### src/rtl/tx_arbiter_if.sv
// tx_arbiter_if: requester/emitter bundle between two code requesters and tx_arbiter.
//   master: requester side, drives reqN_valid_in/reqN_code_in, observes every status output
//   slave : arbiter side, drives reqN_ready_out, signal_out, grant_out, busy_out, done_out, state_out
interface tx_arbiter_if #(
   parameter int WIDTH = 8
);
   logic             req0_valid_in;
   logic             req1_valid_in;
   logic [WIDTH-1:0] req0_code_in;
   logic [WIDTH-1:0] req1_code_in;
   logic             req0_ready_out;
   logic             req1_ready_out;
   logic             signal_out;
   logic [1:0]       grant_out;
   logic             busy_out;
   logic             done_out;
   logic [3:0]       state_out;
   modport master (
      output req0_valid_in, req1_valid_in, req0_code_in, req1_code_in,
      input  req0_ready_out, req1_ready_out, signal_out, grant_out, busy_out, done_out, state_out
   );
   modport slave (
      input  req0_valid_in, req1_valid_in, req0_code_in, req1_code_in,
      output req0_ready_out, req1_ready_out, signal_out, grant_out, busy_out, done_out, state_out
   );
endinterface

### src/rtl/tx_arbiter.sv
// tx_arbiter: round-robin arbiter for two requesters feeding a pulse-distance code emitter.
//   clk_in   : single clock
//   rst_n_in : asynchronous active-low reset, deassertion synchronised internally
//   bus      : tx_arbiter_if.slave (valid/code/ready per requester, signal_out, grant_out,
//              busy_out, done_out, state_out)
// Frame: SYNC_H(SBD) SYNC_L(SSD) then per bit MSB first BIT_H(BBD) BIT_L(BSD0|BSD1), then STOP_H(BBD).
// Macro TX_GUARD_EN: when defined, STOP_H is followed by GUARD cycles of silence before IDLE.
module tx_arbiter #(
   parameter int SBD   = 800,
   parameter int SSD   = 800,
   parameter int BBD   = 400,
   parameter int BSD0  = 200,
   parameter int BSD1  = 400,
   parameter int WIDTH = 8,
   parameter int GUARD = 1000
) (
   input  logic        clk_in,
   input  logic        rst_n_in,
   tx_arbiter_if.slave bus
);
   typedef enum logic [3:0] {
      S_IDLE   = 4'd0,
      S_SYNC_H = 4'd1,
      S_SYNC_L = 4'd2,
      S_BIT_H  = 4'd3,
      S_BIT_L  = 4'd4,
      S_STOP_H = 4'd5,
      S_GUARD  = 4'd6
   } state_t;
`ifdef TX_GUARD_EN
   localparam state_t POST_STOP = S_GUARD;
`else
   localparam state_t POST_STOP = S_IDLE;
`endif
   state_t           state_q, state_d;
   logic [1:0]       rst_sync_q;
   logic             rst_n_sync;
   logic [31:0]      cnt_q, cnt_d, dur, bit_cnt_q, bit_cnt_d;
   logic [WIDTH-1:0] code_q, code_d;
   logic [1:0]       grant_q, grant_d;
   logic             last_q, last_d, signal_q, signal_d;
   logic             idle_ok, pick1, hs, at_end;
   // Assertion is immediate; release reaches the core only after two edges, so the first
   // active edge always sees IDLE.
   always_ff @(posedge clk_in or negedge rst_n_in)
      if (!rst_n_in) rst_sync_q <= 2'b00;
      else           rst_sync_q <= {rst_sync_q[0], 1'b1};
   assign rst_n_sync = rst_sync_q[1];
   always_ff @(posedge clk_in or negedge rst_n_sync)
      if (!rst_n_sync) state_q <= S_IDLE;
      else             state_q <= state_d;
   // last_q = 1 means req1 was granted last, so req0 wins the first contention after reset.
   always_ff @(posedge clk_in or negedge rst_n_sync)
      if (!rst_n_sync) begin
         cnt_q     <= '0;
         bit_cnt_q <= '0;
         code_q    <= '0;
         grant_q   <= '0;
         last_q    <= 1'b1;
         signal_q  <= 1'b0;
      end else begin
         cnt_q     <= cnt_d;
         bit_cnt_q <= bit_cnt_d;
         code_q    <= code_d;
         grant_q   <= grant_d;
         last_q    <= last_d;
         signal_q  <= signal_d;
      end
   // Length of the current state; BIT_L length follows the bit under transmission (code MSB).
   always_comb begin
      dur    = (state_q == S_SYNC_H) ? 32'(SBD) :
               (state_q == S_SYNC_L) ? 32'(SSD) :
               (state_q == S_BIT_L)  ? (code_q[WIDTH-1] ? 32'(BSD1) : 32'(BSD0)) :
               (state_q == S_GUARD)  ? 32'(GUARD) : 32'(BBD);
      at_end = cnt_q == dur - 32'd1;
   end
   always_comb begin
      state_d = state_q;
      case (state_q)
         S_IDLE:   state_d = hs ? S_SYNC_H : S_IDLE;
         S_SYNC_H: state_d = at_end ? S_SYNC_L : S_SYNC_H;
         S_SYNC_L: state_d = at_end ? S_BIT_H : S_SYNC_L;
         S_BIT_H:  state_d = at_end ? S_BIT_L : S_BIT_H;
         S_BIT_L:  state_d = at_end ? ((bit_cnt_q == 32'(WIDTH - 1)) ? S_STOP_H : S_BIT_H) : S_BIT_L;
         S_STOP_H: state_d = at_end ? POST_STOP : S_STOP_H;
         S_GUARD:  state_d = at_end ? S_IDLE : S_GUARD;
         default:  state_d = S_IDLE;
      endcase
   end
   // Datapath next state: counter restarts on every state change, code shifts after each bit.
   always_comb begin
      cnt_d     = (state_d != state_q || state_q == S_IDLE) ? '0 : cnt_q + 32'd1;
      code_d    = hs ? (pick1 ? bus.req1_code_in : bus.req0_code_in) :
                  (state_q == S_BIT_L && at_end) ? code_q << 1 : code_q;
      bit_cnt_d = hs ? '0 : (state_q == S_BIT_L && at_end) ? bit_cnt_q + 32'd1 : bit_cnt_q;
      grant_d   = hs ? {pick1, !pick1} : (state_d == S_IDLE) ? 2'b00 : grant_q;
      last_d    = hs ? pick1 : last_q;
      signal_d  = state_d inside {S_SYNC_H, S_BIT_H, S_STOP_H};
   end
   // Ready is gated by the synchronised reset so it stays low for the whole reset window.
   always_comb begin
      idle_ok            = state_q == S_IDLE && rst_n_sync;
      pick1              = bus.req1_valid_in && (!bus.req0_valid_in || !last_q);
      bus.req1_ready_out = idle_ok && pick1;
      bus.req0_ready_out = idle_ok && bus.req0_valid_in && !pick1;
      hs                 = bus.req0_ready_out || bus.req1_ready_out;
      bus.done_out       = state_q == S_STOP_H && at_end;
      bus.busy_out       = state_q != S_IDLE;
      bus.state_out      = state_q;
      bus.signal_out     = signal_q;
      bus.grant_out      = grant_q;
   end
endmodule
### src/flat_wrapper.sv
// flat-port wrapper written by rule: the top's interface ports become plain ports
module tx_arbiter_flat 
#(
   parameter int SBD   = 800,
   parameter int SSD   = 800,
   parameter int BBD   = 400,
   parameter int BSD0  = 200,
   parameter int BSD1  = 400,
   parameter int WIDTH = 8,
   parameter int GUARD = 1000
)
  (clk_in, rst_n_in, bus_req0_valid_in, bus_req1_valid_in, bus_req0_code_in, bus_req1_code_in, bus_req0_ready_out, bus_req1_ready_out, bus_signal_out, bus_grant_out, bus_busy_out, bus_done_out, bus_state_out);
  tx_arbiter_if #(.WIDTH(WIDTH)) bus_i ();
  input  logic clk_in;
  input  logic rst_n_in;
  input wire logic [$bits(bus_i.req0_valid_in)-1:0] bus_req0_valid_in;
  input wire logic [$bits(bus_i.req1_valid_in)-1:0] bus_req1_valid_in;
  input wire logic [$bits(bus_i.req0_code_in)-1:0] bus_req0_code_in;
  input wire logic [$bits(bus_i.req1_code_in)-1:0] bus_req1_code_in;
  output wire logic [$bits(bus_i.req0_ready_out)-1:0] bus_req0_ready_out;
  output wire logic [$bits(bus_i.req1_ready_out)-1:0] bus_req1_ready_out;
  output wire logic [$bits(bus_i.signal_out)-1:0] bus_signal_out;
  output wire logic [$bits(bus_i.grant_out)-1:0] bus_grant_out;
  output wire logic [$bits(bus_i.busy_out)-1:0] bus_busy_out;
  output wire logic [$bits(bus_i.done_out)-1:0] bus_done_out;
  output wire logic [$bits(bus_i.state_out)-1:0] bus_state_out;
  assign bus_i.req0_valid_in = bus_req0_valid_in;
  assign bus_i.req1_valid_in = bus_req1_valid_in;
  assign bus_i.req0_code_in = bus_req0_code_in;
  assign bus_i.req1_code_in = bus_req1_code_in;
  assign bus_req0_ready_out = bus_i.req0_ready_out;
  assign bus_req1_ready_out = bus_i.req1_ready_out;
  assign bus_signal_out = bus_i.signal_out;
  assign bus_grant_out = bus_i.grant_out;
  assign bus_busy_out = bus_i.busy_out;
  assign bus_done_out = bus_i.done_out;
  assign bus_state_out = bus_i.state_out;
  tx_arbiter #(.SBD(SBD), .SSD(SSD), .BBD(BBD), .BSD0(BSD0), .BSD1(BSD1), .WIDTH(WIDTH), .GUARD(GUARD)) u_core (.clk_in(clk_in), .rst_n_in(rst_n_in), .bus(bus_i));
endmodule
### config.mk
export PLATFORM = sky130hd
export DESIGN_NAME = tx_arbiter_flat
export DESIGN_NICKNAME = d
export VERILOG_FILES = /design/src/rtl/tx_arbiter_if.sv /design/src/rtl/tx_arbiter.sv /design/src/flat_wrapper.sv
export SDC_FILE = /design/constraint.sdc
export NUM_CORES = 1
export LEC_CHECK = 0
export CAP_MARGIN = 20
export CELL_PAD_IN_SITES_DETAIL_PLACEMENT = 0
export CELL_PAD_IN_SITES_GLOBAL_PLACEMENT = 2
export CORE_MARGIN = 2
export CORE_UTILIZATION = 33
export DETAILED_ROUTE_END_ITERATION = 7
export GPL_ROUTABILITY_DRIVEN = 0
export PLACE_DENSITY = 0.84
export RECOVER_POWER = 25
export SYNTH_ARGS = -nofsm -noshare
export SYNTH_HDL_FRONTEND = slang
export SYNTH_SLANG_ARGS = --single-unit
### constraint.sdc
create_clock -name clk_in -period 3.8 [get_ports clk_in]
set_clock_uncertainty 0.2 [all_clocks]
set_input_delay 0.57 -clock clk_in [delete_from_list [all_inputs] [get_ports clk_in]]
set_output_delay 0.57 -clock clk_in [all_outputs]
set_load 0.05 [all_outputs]
**Word level (Yosys, flattened, before mapping)**

Cells that the tools add are included.

- Add/subtract/negate cells: 3
- Eq/ne operators: 12
- Muxes and demuxes: 22
- Reductions and logical operators: 19

Operator list:

| kind | count |
|---|---|
| $mux 32 | 6 |
| $add 32x1->32 const B | 2 |
| $eq 32x3->1 const B | 1 |
| $eq 32x32->1 | 1 |
| $sub 32x1->32 const B | 1 |
| $pmux 4 s7 | 1 |
| $mux 8 | 3 |
| $eq 4x3->1 const B | 4 |
| $eq 4x2->1 const B | 3 |
| $mux 3 | 4 |
| $mux 10 | 1 |
| $mux 9 | 1 |
| $eq 4x1->1 const B | 2 |
| $logic_not 4->1 | 2 |
| $logic_and 1x1->1 | 7 |
| $mux 2 | 3 |
| $mux 4 | 1 |
| $ne 4x4->1 | 1 |
| $reduce_bool 2->1 | 2 |
| $reduce_bool 4->1 | 1 |
| $logic_not 1->1 | 3 |
| $logic_or 1x1->1 | 3 |
| $reduce_bool 3->1 | 1 |
| $mux 1 | 2 |

- Bits in registers: 82
- Input port bits: 20
- Output and inout bits: 11
- Word-level logic and storage cells: 64

**Longest topological paths before layout**

- Word-level depth: 12
- Gate-level depth with buffers: 13
- Mapped depth without buffers: 10

**Worst setup path before layout**

No wires, ideal clock.

- Path type: register to output
- Start point: register u_core.state_q[2], in the netlist u_core.bus.state_out[2]
- End point: output bus_done_out
- Arrival: 3543 ps
- Data required time: 3030 ps
- Setup slack: -513 ps
- Stages on the path, launching flop included: 11
- Buffers on the path: 1
- Cells stage by stage: dfrtp_1 > clkbuf_1 > nor2_1 > a21boi_0 > nand2_1 > ha_1 > xor2_1 > nand4_1 > a2111o_1 > a2111oi_4 > and3_1

- Cells in the longest elaborated chain, start to end: 8
- Elaborated cells between the ends (all ways): 12
- Classes of those cells: 1 x add/sub; 6 x eq/ne; 4 x mux; 1 x reduce/logical

RTL lines:

| element | RTL line | source |
|---|---|---|
| start: declaration | tx_arbiter.sv:35 | `state_t state_q, state_d;` |
| start signal: assignment | tx_arbiter.sv:51 | `else state_q <= state_d;` |
| $eq 4x3->1 | tx_arbiter.sv:74 | `(state_q == S_GUARD) ? 32'(GUARD) : 32'(BBD);` |
| $mux 10 | tx_arbiter.sv:74 |  |
| $mux 32 | tx_arbiter.sv:73 | `(state_q == S_BIT_L) ? (code_q[WIDTH-1] ? 32'(BSD1) : 32'(BSD0)) :` |
| $mux 32 | tx_arbiter.sv:72 | `(state_q == S_SYNC_L) ? 32'(SSD) :` |
| $mux 32 | tx_arbiter.sv:71 | `dur = (state_q == S_SYNC_H) ? 32'(SBD) :` |
| $sub 32x1->32 | tx_arbiter.sv:75 | `at_end = cnt_q == dur - 32'd1;` |
| $eq 32x32->1 | tx_arbiter.sv:75 |  |
| $logic_and 1x1->1 (*) | tx_arbiter.sv:107 | `bus.done_out = state_q == S_STOP_H && at_end;` |
| end: declaration | flat_wrapper.sv:25 | `output wire logic [$bits(bus_i.done_out)-1:0] bus_done_out;` |

Mark *: on every way between the ends. The rest lies on a longest branch, timed or not.

**Final worst setup path**

- Start point: register u_core.state_q[0], in the netlist u_core.bus.state_out[0]
- End point: output bus_done_out

The elaborated chain is that of the path after synthesis.

==> impl_metrics.ini <==
[cells_and_area]
area.sequential_mm2 = 0.002036
multi_input_area_mm2 = 0.002371
utilization_pct = 40.50
fill_cells = 1332
diodes = 0
final_layout_size_suffix_gt1_share_pct = 8.545
nets = 569
syn2layout_area_growth_pct = 19.10

[detailed_routing]
ant_nets = 0
via_count = 3872
viasPerCell = 5.333
drtIter0Drc = 284
routed_wirelength_um = 10720
dr.pass1.iters = 4
wl_per_cell_um = 14.76
route.detailed.drc = 0

[worst_setup_path]
cp-end-kind = output port
crit_chain = nand2b_4 -> or2_2 -> ha_1 -> xor2_2 -> nand4_1 -> a2111o_1 -> a2111oi_4 -> and3_4 -> buf_12
reg2regPathDepth = 10
worstPathArrival_ns = 2.89
slowest_stage = dfrtp_2
path_buf_inv = 1
cp.required_ns = 3.03
rr_startpoint = u_core.bus.state_out[0]
r2r_end = u_core.bit_cnt_q[12]
critPathKind = flop to output port
cp_top_family = simple AND/OR/NAND/NOR gates
max_stage_delay_ns = 0.45
startpoint_type = flop
path_max_fanout = 7
r2r_slack_ns = 0.29

[sta]
period_needed_ns = 3.661
rsz0062_at_grt = no
slew_headroom_pct = -24.53
hold_viol = 0
fmax_ghz = 0.2731
fin_setup_tns_ns = 0
finalSetupViolCount = 0
slew_viol_final = 76
max_slew.worst_pin.slew_ns = 1.868
period_share_pct = 96.35

[die]
fp.coreArea_mm2 = 0.01330
ios = 31
fp.dieW_um = 121.0
die_y_um = 121.0
rows = 42
initial_core_util_pct = 34.00
dieArea_mm2 = 0.01465

[cts]
cts.root.buffer_cell = clkbuf_16
clk_pin_slew_ns = 0.06
cts_sinks = 81
h-tree-depth = 3
cts_tree = built
cts_made_buffers = 9
clockBufferDepth = 2
clock_latency_ns = 0.35

[synthesis]
synthArstFlopShare_pct = 100.0
yosys.area.top_type_share_pct = 44.28
ys_ff_latch = 81
seq_area_frac_synth_pct = 44.87
synth_ff_type = dfrtp_1
syn-cell-area_mm2 = 0.004521
ys_types = 48
synthCells = 515
ys_warn_count = 0
netlist_top_cells_area = dfrtp_1, nor2_1, a21oi_1
synth_enable_flop_cells = 0
syn_area_per_cell_um2 = 8.778
yosysTopAreaCell = dfrtp_1

[power_and_ir_drop]
power-per-cell-area_mw_per_mm2 = 323.4
intPower_w = 0.001360
power_frac_clock_pct = 47.4
swShare_pct = 21.90
combPwrFrac_pct = 2.9
pwr-share-seq_pct = 49.7
power.switching_w = 0.0003812
p_leak_nw = 2.204
vdd_ir_drop_max_mv = 0.1853

[placed_design]
io_buffers = 29
place_hpwl_um = 7125

[grt]
grt_pass1_vias = 3862
grt_max_degree = 76
grt-ovfl-total = 0
grt_antenna_before_repair = 0
grt_pass1_wl_um = 18750
track_usage_pct = 15.96

[outcome]
failed_checks = capacitance limit, slew limit
status = finished, violations left

[job]
maxCapViolCount = 1

[hold_path]
hp-class = flop to asynchronous set/reset pin
[per-stage QoR]
step | total power [W] | setup slack, ns | area (um2) | cells | hold WS [ns]
global route | 0.001811 | 0.009232 | 5384 | 726 | 0.1248
finish | 0.001741 | 0.1388 | 5384 | 726 | 0.1088
CTS | 0.001778 | 0.09696 | 5365 | 726 | 0.1124
floorplan | 0.0009038 | 0.01645 | 4536 | 516 | 0.07441
global placement | 0.0009324 | 0.2787 | 5072 | 709 | -0.06927
detailed placement | 0.0009328 | 0.1678 | 5072 | 709 | -0.06731
[worst reg2reg max path: cells and delay by family, from the launching register on]
kind,cells,cell delay [ns]
flip-flops,1,0.45
XOR/XNOR,1,0.16
adder cells (fa/ha/maj),1,0.34
buffers and inverters,1,0.20
AND/OR/NAND/NOR,4,1.09
AO/OA/AOI/OAI,3,1.00
[power groups by stage]
stage          Clock (W)  Sequential (W)  Combinational [W]
2_1_floorplan          0        0.000892          0.0000122
3_3_place_gp           0        0.000882          0.0000508
3_5_place_dp           0        0.000882          0.0000512
4_1_cts         0.000860        0.000865          0.0000530
5_1_grt         0.000888        0.000865          0.0000577
6_report        0.000825        0.000865          0.0000502
[layout by cell type (no fill, tap or decap), types with 6 or more instances in the layout]
master	count
buf_4	11
a21oi_1	40
nor2_1	59
nor3_1	9
or4_1	14
nand2_1	48
inv_1	15
dfrtp_1	76
o21ai_0	25
and3_1	14
xor2_1	15
clkbuf_16	9
o31ai_1	15
or3_1	13
nand4_1	20
xnor2_1	20
nor4_1	15
clkdlybuf4s50_1	27
a221o_1	6
nand3_1	32
[kinds of logic (layout without fill, tap and decap cells)]
kind of cell / Yosys count / after routing / synth area share, %
muxes: 2 / 2 / 0.4429
AOI/OAI and AO/OA: 102 / 102 / 14.56
buffers and inverters: 40 / 74 / 3.542
and+or+nand+nor: 248 / 248 / 28.34
adders and majority gates: 4 / 4 / 1.107
xor gates and xnor gates: 36 / 36 / 6.975
other: 2 / 3 / 0.1661
DFF: 81 / 81 / 44.87
[Yosys cell counts, types with 3 or more instances]
cell / instances
or3_1: 13
a21oi_1: 40
nand4_1: 20
nand2_1: 48
nor2_1: 60
a2111o_1: 3
dfrtp_1: 80
a221o_1: 6
o21ai_0: 25
nand4b_1: 3
xnor2_1: 20
nand3_1: 32
or4_1: 14
buf_2: 4
nor4_1: 15
nor2b_1: 5
xor2_1: 16
and3_1: 15
nor3_1: 9
ha_1: 4
inv_1: 15
clkbuf_1: 18
o31ai_1: 15
[routing by layer]
layer / wire length, um / share of wire [%] / global-route usage, %
met5: 0 / 0 / 0
met4: 200 / 1.9 / 6.759
met3: 197 / 1.8 / 2.679
met2: 5077 / 47 / 25.53
met1: 5241 / 49 / 21.35
[state kept, by name (all words and copies together) (netlist names)]
signal and flops:
u_core.bit_cnt_q 32, u_core.cnt_q 32, u_core.code_q 8, u_core.bus.state_out 3, u_core.bus.grant_out 2, u_core.rst_sync_q 2, u_core.bus.signal_out 1, u_core.last_q 1
[how the worst max path moves through the flow]
stage / to / cells after the start / slack, ns / from
floorplan: bus_done_out / 10 / 0.02 / u_core.bus.state_out[2]
global route: bus_done_out / 10 / 0.009 / u_core.code_q[7]
finish: bus_done_out / 9 / 0.14 / u_core.bus.state_out[0]
CTS: bus_done_out / 9 / 0.1 / u_core.bus.state_out[0]
detailed placement: u_core.bit_cnt_q[7] / 11 / 0.17 / u_core.bus.state_out[0]
global placement: u_core.bit_cnt_q[27] / 11 / 0.28 / u_core.bus.state_out[0]
[layout make-up]
| class | count | share of cell area [%] |
|---|---|---|
| multi-input cells | 395 | 44.04 |
| flip-flops and latches | 81 | 37.81 |
| repair buffers | 43 | 7.762 |
| clock buffers | 11 | 4.694 |
| well taps | 176 | 4.090 |
| inverters | 15 | 1.046 |
| clock inverters | 5 | 0.5578 |
[repair_timing]
action,CTS,global route
setup endpoints to repair,1,1
gates resized for setup,1,4
pin swaps,1,0
hold buffers,1,0
setup buffers,0,0
endpoints found under the hold margin,3,0
(Power assumes the default switching activity.)
